==> src/rtl/mult_row_sequencer_if.sv <==
// Handshake bundle between the row sequencer, the classifier FSM and the row multiplier.
// The sequencer uses the master modport; the environment side uses the slave modport.
interface mult_row_sequencer_if;
  logic        start;
  logic        abort;
  logic        done_row;
  logic [15:0] row_result;
  logic        row_overflow;
  logic [3:0]  row_select;
  logic        begin_mult;
  logic        busy;
  logic        res_valid;
  logic [3:0]  res_row;
  logic [15:0] res_data;
  logic        res_ovf;
  logic        done;
  logic [3:0]  class_out;
  logic [15:0] max_value;
  logic        ovf_any;

  modport master (
    input  start, abort, done_row, row_result, row_overflow,
    output row_select, begin_mult, busy, res_valid, res_row, res_data, res_ovf,
           done, class_out, max_value, ovf_any
  );

  modport slave (
    output start, abort, done_row, row_result, row_overflow,
    input  row_select, begin_mult, busy, res_valid, res_row, res_data, res_ovf,
           done, class_out, max_value, ovf_any
  );
endinterface

==> src/rtl/mult_row_sequencer.sv <==
// Launches one multiplier row per output neuron, streams the row results and tracks the argmax.
// Define MULT_SAT_EN to capture overflowed rows as 16'hFFFF instead of the wrapped value.
//
// state   | meaning
// IDLE    | waiting for start; held results visible
// LAUNCH  | begin_mult pulse for the current row
// WAIT    | row_select held, waiting for done_row
// CAPTURE | res_valid pulse, argmax/ovf_any update
// FINISH  | done pulse, then back to IDLE
module mult_row_sequencer #(
  parameter int NUM_ROWS = 10
) (
  input  logic                  clk,
  input  logic                  n_rst,
  mult_row_sequencer_if.master  bus
);

  typedef enum logic [2:0] {IDLE, LAUNCH, WAIT, CAPTURE, FINISH} state_t;

  localparam logic [3:0] LAST_ROW = 4'(NUM_ROWS - 1);

  state_t      state;
  logic [15:0] cap_value;

`ifdef MULT_SAT_EN
  assign cap_value = bus.row_overflow ? 16'hFFFF : bus.row_result;
`else
  assign cap_value = bus.row_result;
`endif

  // row_select doubles as the row counter; it only moves on CAPTURE -> LAUNCH
  always_ff @(posedge clk or negedge n_rst) begin
    if (!n_rst) begin
      state         <= IDLE;
      bus.row_select <= 4'd0;
      bus.begin_mult <= 1'b0;
      bus.busy       <= 1'b0;
      bus.res_valid  <= 1'b0;
      bus.res_row    <= 4'd0;
      bus.res_data   <= 16'd0;
      bus.res_ovf    <= 1'b0;
      bus.done       <= 1'b0;
      bus.class_out  <= 4'd0;
      bus.max_value  <= 16'd0;
      bus.ovf_any    <= 1'b0;
    end else begin
      bus.begin_mult <= 1'b0;
      bus.res_valid  <= 1'b0;
      bus.done       <= 1'b0;
      case (state)
        IDLE: begin
          if (bus.start) begin
            bus.row_select <= 4'd0;
            bus.class_out  <= 4'd0;
            bus.max_value  <= 16'd0;
            bus.ovf_any    <= 1'b0;
            bus.begin_mult <= 1'b1;
            bus.busy       <= 1'b1;
            state          <= LAUNCH;
          end
        end
        LAUNCH: begin
          if (bus.abort) begin
            bus.busy <= 1'b0;
            state    <= IDLE;
          end else begin
            state <= WAIT;
          end
        end
        WAIT: begin
          if (bus.abort) begin
            bus.busy <= 1'b0;
            state    <= IDLE;
          end else if (bus.done_row) begin
            bus.res_data  <= cap_value;
            bus.res_ovf   <= bus.row_overflow;
            bus.res_row   <= bus.row_select;
            bus.res_valid <= 1'b1;
            state         <= CAPTURE;
          end
        end
        CAPTURE: begin
          if (bus.abort) begin
            bus.busy <= 1'b0;
            state    <= IDLE;
          end else begin
            // strict compare keeps the lower index on ties
            if (bus.res_row == 4'd0 || bus.res_data > bus.max_value) begin
              bus.max_value <= bus.res_data;
              bus.class_out <= bus.res_row;
            end
            bus.ovf_any <= bus.ovf_any | bus.res_ovf;
            if (bus.row_select == LAST_ROW) begin
              bus.done <= 1'b1;
              state    <= FINISH;
            end else begin
              bus.row_select <= bus.row_select + 4'd1;
              bus.begin_mult <= 1'b1;
              state          <= LAUNCH;
            end
          end
        end
        FINISH: begin
          bus.busy <= 1'b0;
          state    <= IDLE;
        end
        default: begin
          bus.busy <= 1'b0;
          state    <= IDLE;
        end
      endcase
    end
  end

endmodule

==> src/flat_wrapper.sv <==
// flat-port wrapper written by rule: the top's interface ports become plain ports
module mult_row_sequencer_flat 
#(
  parameter int NUM_ROWS = 10
)
  (clk, n_rst, bus_start, bus_abort, bus_done_row, bus_row_result, bus_row_overflow, bus_row_select, bus_begin_mult, bus_busy, bus_res_valid, bus_res_row, bus_res_data, bus_res_ovf, bus_done, bus_class_out, bus_max_value, bus_ovf_any);
  mult_row_sequencer_if bus_i ();
  input  logic clk;
  input  logic n_rst;
  input wire logic [$bits(bus_i.start)-1:0] bus_start;
  input wire logic [$bits(bus_i.abort)-1:0] bus_abort;
  input wire logic [$bits(bus_i.done_row)-1:0] bus_done_row;
  input wire logic [$bits(bus_i.row_result)-1:0] bus_row_result;
  input wire logic [$bits(bus_i.row_overflow)-1:0] bus_row_overflow;
  output wire logic [$bits(bus_i.row_select)-1:0] bus_row_select;
  output wire logic [$bits(bus_i.begin_mult)-1:0] bus_begin_mult;
  output wire logic [$bits(bus_i.busy)-1:0] bus_busy;
  output wire logic [$bits(bus_i.res_valid)-1:0] bus_res_valid;
  output wire logic [$bits(bus_i.res_row)-1:0] bus_res_row;
  output wire logic [$bits(bus_i.res_data)-1:0] bus_res_data;
  output wire logic [$bits(bus_i.res_ovf)-1:0] bus_res_ovf;
  output wire logic [$bits(bus_i.done)-1:0] bus_done;
  output wire logic [$bits(bus_i.class_out)-1:0] bus_class_out;
  output wire logic [$bits(bus_i.max_value)-1:0] bus_max_value;
  output wire logic [$bits(bus_i.ovf_any)-1:0] bus_ovf_any;
  assign bus_i.start = bus_start;
  assign bus_i.abort = bus_abort;
  assign bus_i.done_row = bus_done_row;
  assign bus_i.row_result = bus_row_result;
  assign bus_i.row_overflow = bus_row_overflow;
  assign bus_row_select = bus_i.row_select;
  assign bus_begin_mult = bus_i.begin_mult;
  assign bus_busy = bus_i.busy;
  assign bus_res_valid = bus_i.res_valid;
  assign bus_res_row = bus_i.res_row;
  assign bus_res_data = bus_i.res_data;
  assign bus_res_ovf = bus_i.res_ovf;
  assign bus_done = bus_i.done;
  assign bus_class_out = bus_i.class_out;
  assign bus_max_value = bus_i.max_value;
  assign bus_ovf_any = bus_i.ovf_any;
  mult_row_sequencer #(.NUM_ROWS(NUM_ROWS)) u_core (.clk(clk), .n_rst(n_rst), .bus(bus_i));
endmodule
==> config.mk <==
export PLATFORM = sky130hd
export DESIGN_NAME = mult_row_sequencer_flat
export DESIGN_NICKNAME = d
export VERILOG_FILES = /design/src/rtl/mult_row_sequencer_if.sv /design/src/rtl/mult_row_sequencer.sv /design/src/flat_wrapper.sv
export SDC_FILE = /design/constraint.sdc
export NUM_CORES = 1
export LEC_CHECK = 0
export BUFFER_PORTS_ARGS = -buffer_cell sky130_fd_sc_hd__buf_2
export CAP_MARGIN = 20
export CELL_PAD_IN_SITES_DETAIL_PLACEMENT = 1
export CELL_PAD_IN_SITES_GLOBAL_PLACEMENT = 2
export CORE_MARGIN = 1
export CORE_UTILIZATION = 34
export CTS_BUF_LIST = sky130_fd_sc_hd__clkbuf_16
export CTS_CLUSTER_SIZE = 8
export DETAILED_ROUTE_END_ITERATION = 10
export PLACE_DENSITY_LB_ADDON = 0.12
export SLEW_MARGIN = 5
export SYNTH_ARGS = -nofsm -noshare
export SYNTH_HDL_FRONTEND = slang
export SYNTH_SLANG_ARGS = --single-unit
==> constraint.sdc <==
create_clock -name clk -period 4.7 [get_ports clk]
set_input_delay 0.705 -clock clk [delete_from_list [all_inputs] [get_ports clk]]
set_output_delay 0.705 -clock clk [all_outputs]
set_load 0.03 [all_outputs]
* After elaboration in Yosys (flattened, before gate mapping) *
Index checks and enable logic that the tools add are counted.

storage, ports and cells
  register bits after elaboration = 53
  bits of input ports = 22
  output and inout bits = 50
  word-level logic and storage cells = 71

operators by class
  add/sub/neg operators = 1
  order comparisons = 1
  eq/ne operators = 10
  multiplexer cells = 34
  bitwise logic cells = 2
  reduce and logical (&&, ||, !) cells = 11

operator list
  cell                 count
  $mux 16              3
  $pmux 16 s2          1
  $mux 4               5
  $gt 16x16->1         1
  $pmux 4 s2           2
  $mux 3               5
  $mux 1               13
  $pmux 3 s4           1
  $reduce_and 4->1     2
  $eq 3x2->1 const B   2
  $ne 2x2->1 const B   3
  $pmux 1 s2           3
  $reduce_and 3->1     2
  $add 4x1->4 const B  1
  $eq 4x4->1 const B   1
  $logic_not 4->1      1
  $ne 2x1->1 const B   2
  $reduce_and 2->1     2
  $eq 3x1->1 const B   1
  $logic_not 3->1      1
  $ne 3x3->1 const B   1
  $reduce_or 3->1      1
  $mux 2               1
  $reduce_bool 2->1    1
  other kinds (3)      3

* Longest topological paths before layout *
  depth after elaboration = 5
  mapped depth = 8
  gate-level depth less buffers = 7

* Worst setup path before layout *
No wires, ideal clock.

  path type = register -> register
  start point = reg u_core.bus.max_value[15] (netlist bit)
  end point = reg u_core.bus.class_out[0] (netlist bit)
  setup time = 79 ps
  arrival = 2128 ps
  data required time = 4621 ps
  slack = 2493 ps
  stages on the path, launching flop included = 9
  buffers on the path = 1
  path through = dfrtp_1 > inv_1 > ha_1 > nand4_1 > nor4_1 > a21bo_2 > a31oi_4 > buf_8 > mux2i_1

on the way
  cells in the longest elaborated chain, start to end = 4

RTL lines
  item                        line                         RTL
  start: declaration          mult_row_sequencer_if.sv:24  done, class_out, max_value, ovf_any
  start signal: assignment    mult_row_sequencer.sv:89     bus.max_value <= bus.res_data;
  $gt 16x16->1                mult_row_sequencer.sv:88     if (bus.res_row == 4'd0 || bus.res_data > bus.max_value) begin
  $logic_or 1x1->1            mult_row_sequencer.sv:88
  $ne 2x1->1 (no line)        -
  $reduce_and 4->1 (no line)  -
  end signal: assignment      mult_row_sequencer.sv:90     bus.class_out <= bus.res_row;
  end: declaration            mult_row_sequencer_if.sv:24

No other way between the ends.
A chain may end at the register's enable or synchronous reset.

* Worst setup path after layout *
  start point = reg u_core.bus.max_value[15] (netlist bit)
  end point = reg u_core.bus.max_value[13] (netlist bit)

on the way
  cells in the longest elaborated chain, start to end = 4

RTL lines
  item                        line
  $gt 16x16->1                mult_row_sequencer.sv:88
  $logic_or 1x1->1            mult_row_sequencer.sv:88
  $ne 2x1->1 (no line)        -
  $reduce_and 4->1 (no line)  -

No other way between the ends.

==> flow_summary.rst <==
.. list-table::
   :header-rows: 1

   * - Metric
     - Value
   * - Antenna-violating nets left
     - 0
   * - Total standard cell area after synthesis
     - ~2600 sq um
   * - Area growth from synthesis to final layout
     - 21.4%
   * - Utilization of the core after routing
     - 0.431
   * - Worst setup SP type
     - flip-flop
   * - Buffers plus inverters on the worst setup path
     - 1
   * - Clk pin slew, worst setup/hold paths
     - ~70 ps
   * - Worst Skew
     - 4.74 ps
   * - Number of nets in the synthesized netlist
     - 300
   * - Global-route wire length before repair
     - 10,000 um
   * - Library cell occupying the most area in the post-synthesis netlist
     - sky130_fd_sc_hd__dfrtp_1
   * - Number of buffers on the longest clock path
     - 2
   * - Final-layout fill cell count
     - just under 900
   * - Vias per std cell
     - about 4.7
   * - Required time of the worst setup path
     - ~4900 ps
   * - Number of enable flip-flop cells after synthesis
     - 0
   * - Buffer type at the clock tree root
     - sky130_fd_sc_hd__clkbuf_16
   * - Worst slew margin relative to its limit
     - 0.346
   * - Power density over cell area
     - between 600 and 700 nW/um^2
   * - Sort of element at the end of the critical path
     - flip-flop
   * - Status
     - finished clean
   * - Initial drt markers
     - 62
   * - Final instance count without filler cells
     - between 400 and 500
   * - Leading cell type in the layout, fill and taps excluded
     - sky130_fd_sc_hd__nand2_1
   * - Ant. Diodes
     - 0
   * - Slowest-stage cell, CP
     - sky130_fd_sc_hd__a31oi_4
   * - P_leak
     - roughly 1.7 nW
   * - Starting Density
     - 0.355
   * - Total grt overflow
     - 0
   * - Share of the clock period used by the worst path after layout
     - 0.576
   * - Maximum fanout along the worst path
     - 20
   * - Number of core rows
     - 31
   * - DPL Wire Length
     - about 4400 um
   * - Most instantiated flip-flop cell in the synthesis netlist
     - sky130_fd_sc_hd__dfrtp_1
   * - TritonCTS clock tree
     - built
   * - Max cap viols
     - 0
   * - Die Footprint
     - 8010 sq um
   * - Setup TNS after final layout
     - 0 ps
   * - TritonCTS Buffers
     - 5
   * - Final Hold Fails
     - 0
   * - H-tree lvl count
     - 2
   * - Post-cts hold buffer count
     - 0
   * - Leading cell types in the layout, fill and taps excluded
     - sky130_fd_sc_hd__nand2_1, sky130_fd_sc_hd__buf_2, sky130_fd_sc_hd__dfrtp_1
   * - Maximum number of pins on one net before global-route repair
     - 54
   * - Routability-driven placement congestion ratio
     - between 0.7 and 0.8
   * - Die W
     - 89.5 um
   * - Number of clock sinks
     - 53
   * - Transition at the pin with the smallest max-transition slack
     - 981 ps
   * - Number of I/O pins
     - 72
   * - Number of post-CTS setup repair buffers
     - 0
   * - Count of endpoints failing setup in the final report
     - 0
   * - Largest stage delay on the critical path
     - 790 ps
   * - Highest clock rate
     - ~0.37 GHz
   * - Post-detailed-route DRC marker count
     - 0
   * - Top cell family by delay on the critical path
     - compound AO/OA/AOI/OAI gates
   * - Initial antenna violation count
     - 0
   * - Post-Synthesis Cells
     - 260
   * - Mean area per synthesized cell
     - around 10 sq um
   * - Synthesis warning total
     - 0
   * - Biggest area contributors in the synthesized netlist
     - sky130_fd_sc_hd__dfrtp_1, sky130_fd_sc_hd__nand2_1, sky130_fd_sc_hd__ha_1
   * - Net total in the final layout
     - 370
   * - Fraction of final layout cells sized beyond drive strength 1
     - 0.264
   * - Async set or reset register ratio after synthesis
     - 1.00
   * - Part of the Yosys area used for sequential elements
     - 0.510
   * - DR WL/cell
     - between 10 and 15 um
   * - Placed cell count
     - around 420
   * - Post-route minimum period
     - about 2700 ps
   * - Buffers added on ports
     - between 70 and 80
   * - Register-to-Register Setup Slack
     - around 2000 ps
   * - Arrival time worst endpoint
     - around 2900 ps
   * - TritonRoute pass-1 iters
     - 4
   * - Cell breakdown of the critical path
     - inv_1 -> ha_1 -> nand4_1 -> nor4_1 -> a21bo_2 -> a31oi_4 -> mux2i_1
   * - Floorplan die height
     - around 90 um
   * - Insertion delay to the later sink of the worst-skew pair
     - just under 300 ps
   * - Start-to-end type of the worst setup path
     - flip-flop to flip-flop
   * - Unique masters post-synth
     - 36
   * - Unrepaired setup endpoints after global routing
     - false
   * - Register bit count reported by yosys
     - 53
   * - Vias after detailed routing
     - about 2,000
   * - Highest ir drop seen on vdd
     - roughly 230 uV
   * - Area after DPL
     - ~3000 sq um
   * - Overall routed net length
     - approximately 6200 um
   * - Core box area
     - 7330 sq um
   * - Via count of the first global-routing pass
     - about 2,000
   * - All-Layer GR Usage
     - 0.166
   * - Hold crit path type
     - flip-flop to flip-flop
   * - Post-route total power
     - ~0.0020 W
   * - PostCTS Resize Cnt
     - 0
   * - Share of the synthesized area in the top cell type
     - 0.510
   * - Number of pins with negative max-slew slack in the final report
     - 0
   * - Summed area of non-filler cells in the final layout
     - about 3200 sq um
==> cells in the mapped netlist (all sizes together), types with 2 or more instances <==
library cell,instances
nor2,11
clkbuf,3
inv,24
nand4,3
nand2,78
mux2i,21
or4,2
o21ai,6
a21oi,10
nand2b,2
dfrtp,53
ha,18
mux2,3
xor2,2
buf,6
==> metal layers <==
layer | vias up | wire (um) | GRT usage
li1 | 988 | - | -
met1 | 992 | 2960 | 0.224
met2 | 40 | 2950 | 0.273
met3 | 4 | 232 | 0.0342
met4 | 0 | 56 | 0.0390
met5 | - | 0 | 0
==> where the power goes <==
group	internal, W	total (W)	switching, W
combinational	0.000316	0.000906	0.000590
clock	0.000191	0.000347	0.000155
sequential	0.000581	0.000714	0.000133
==> worst reg2reg max path: cells and delay by family (launching register included) <==
kind | cells | cell delay [ps]
AND/OR/NAND/NOR | 2 | 530
multiplexers | 1 | 280
buffers and inverters | 1 | 60
adder cells (fa/ha/maj) | 1 | 320
AO/OA/AOI/OAI | 2 | 1080
flip-flops | 1 | 350
==> cell type report <==
class | count | area [sq um] | share of cell area
timing repair buffer | 72 | 363 | 0.115
multi-input combinational | 173 | 1120 | 0.355
sequential | 53 | 1330 | 0.420
inverter | 25 | 93.8 | 0.0297
tap | 99 | 124 | 0.0392
clock inverter | 2 | 7.51 | 0.00238
clock buffer | 5 | 125 | 0.0396
==> worst paths after layout <==
kind                                               start                  endpoint  cells past startpoint
worst max-delay path            u_core.bus.max_value[15]  u_core.bus.max_value[13]                      7
worst min-delay path                  u_core.bus.ovf_any        u_core.bus.ovf_any                      2
worst max register to register  u_core.bus.max_value[15]  u_core.bus.max_value[13]                      7
worst min register to register        u_core.bus.ovf_any        u_core.bus.ovf_any                      2
max in group asynchronous                          n_rst  u_core.bus.row_select[3]                      2
min in group asynchronous                          n_rst   u_core.bus.max_value[1]                      2
==> stage by stage <==
step                hold WS [ps]  worst slack [ps]
floorplan                    409              2490
global placement             482              1650
detailed placement           497              1630
CTS                          514              1910
global route                 550              1720
finish                       512              1990
==> registers in the layout, summed over array words and instances (netlist names) <==
register               cells
u_core.bus.max_value      16
u_core.bus.ovf_any         1
u_core.bus.done            1
u_core.bus.res_data       16
u_core.bus.row_select      4
u_core.bus.busy            1
u_core.state               3
u_core.bus.begin_mult      1
u_core.bus.res_row         4
u_core.bus.class_out       4
u_core.bus.res_ovf         1
u_core.bus.res_valid       1
==> logic make-up (layout without fill, tap and decap cells) <==
| group | Yosys count | after routing | share of synthesized area |
|---|---|---|---|
| xor gates and xnor gates | 3 | 3 | 0.0101 |
| adders and majority gates | 18 | 18 | 0.0865 |
| and+or+nand+nor | 105 | 105 | 0.181 |
| DFF | 53 | 53 | 0.510 |
| AOI/OAI and AO/OA | 23 | 23 | 0.0596 |
| muxes | 24 | 24 | 0.0937 |
| buffers and inverters | 34 | 104 | 0.0596 |
(Power assumes the default switching activity.)
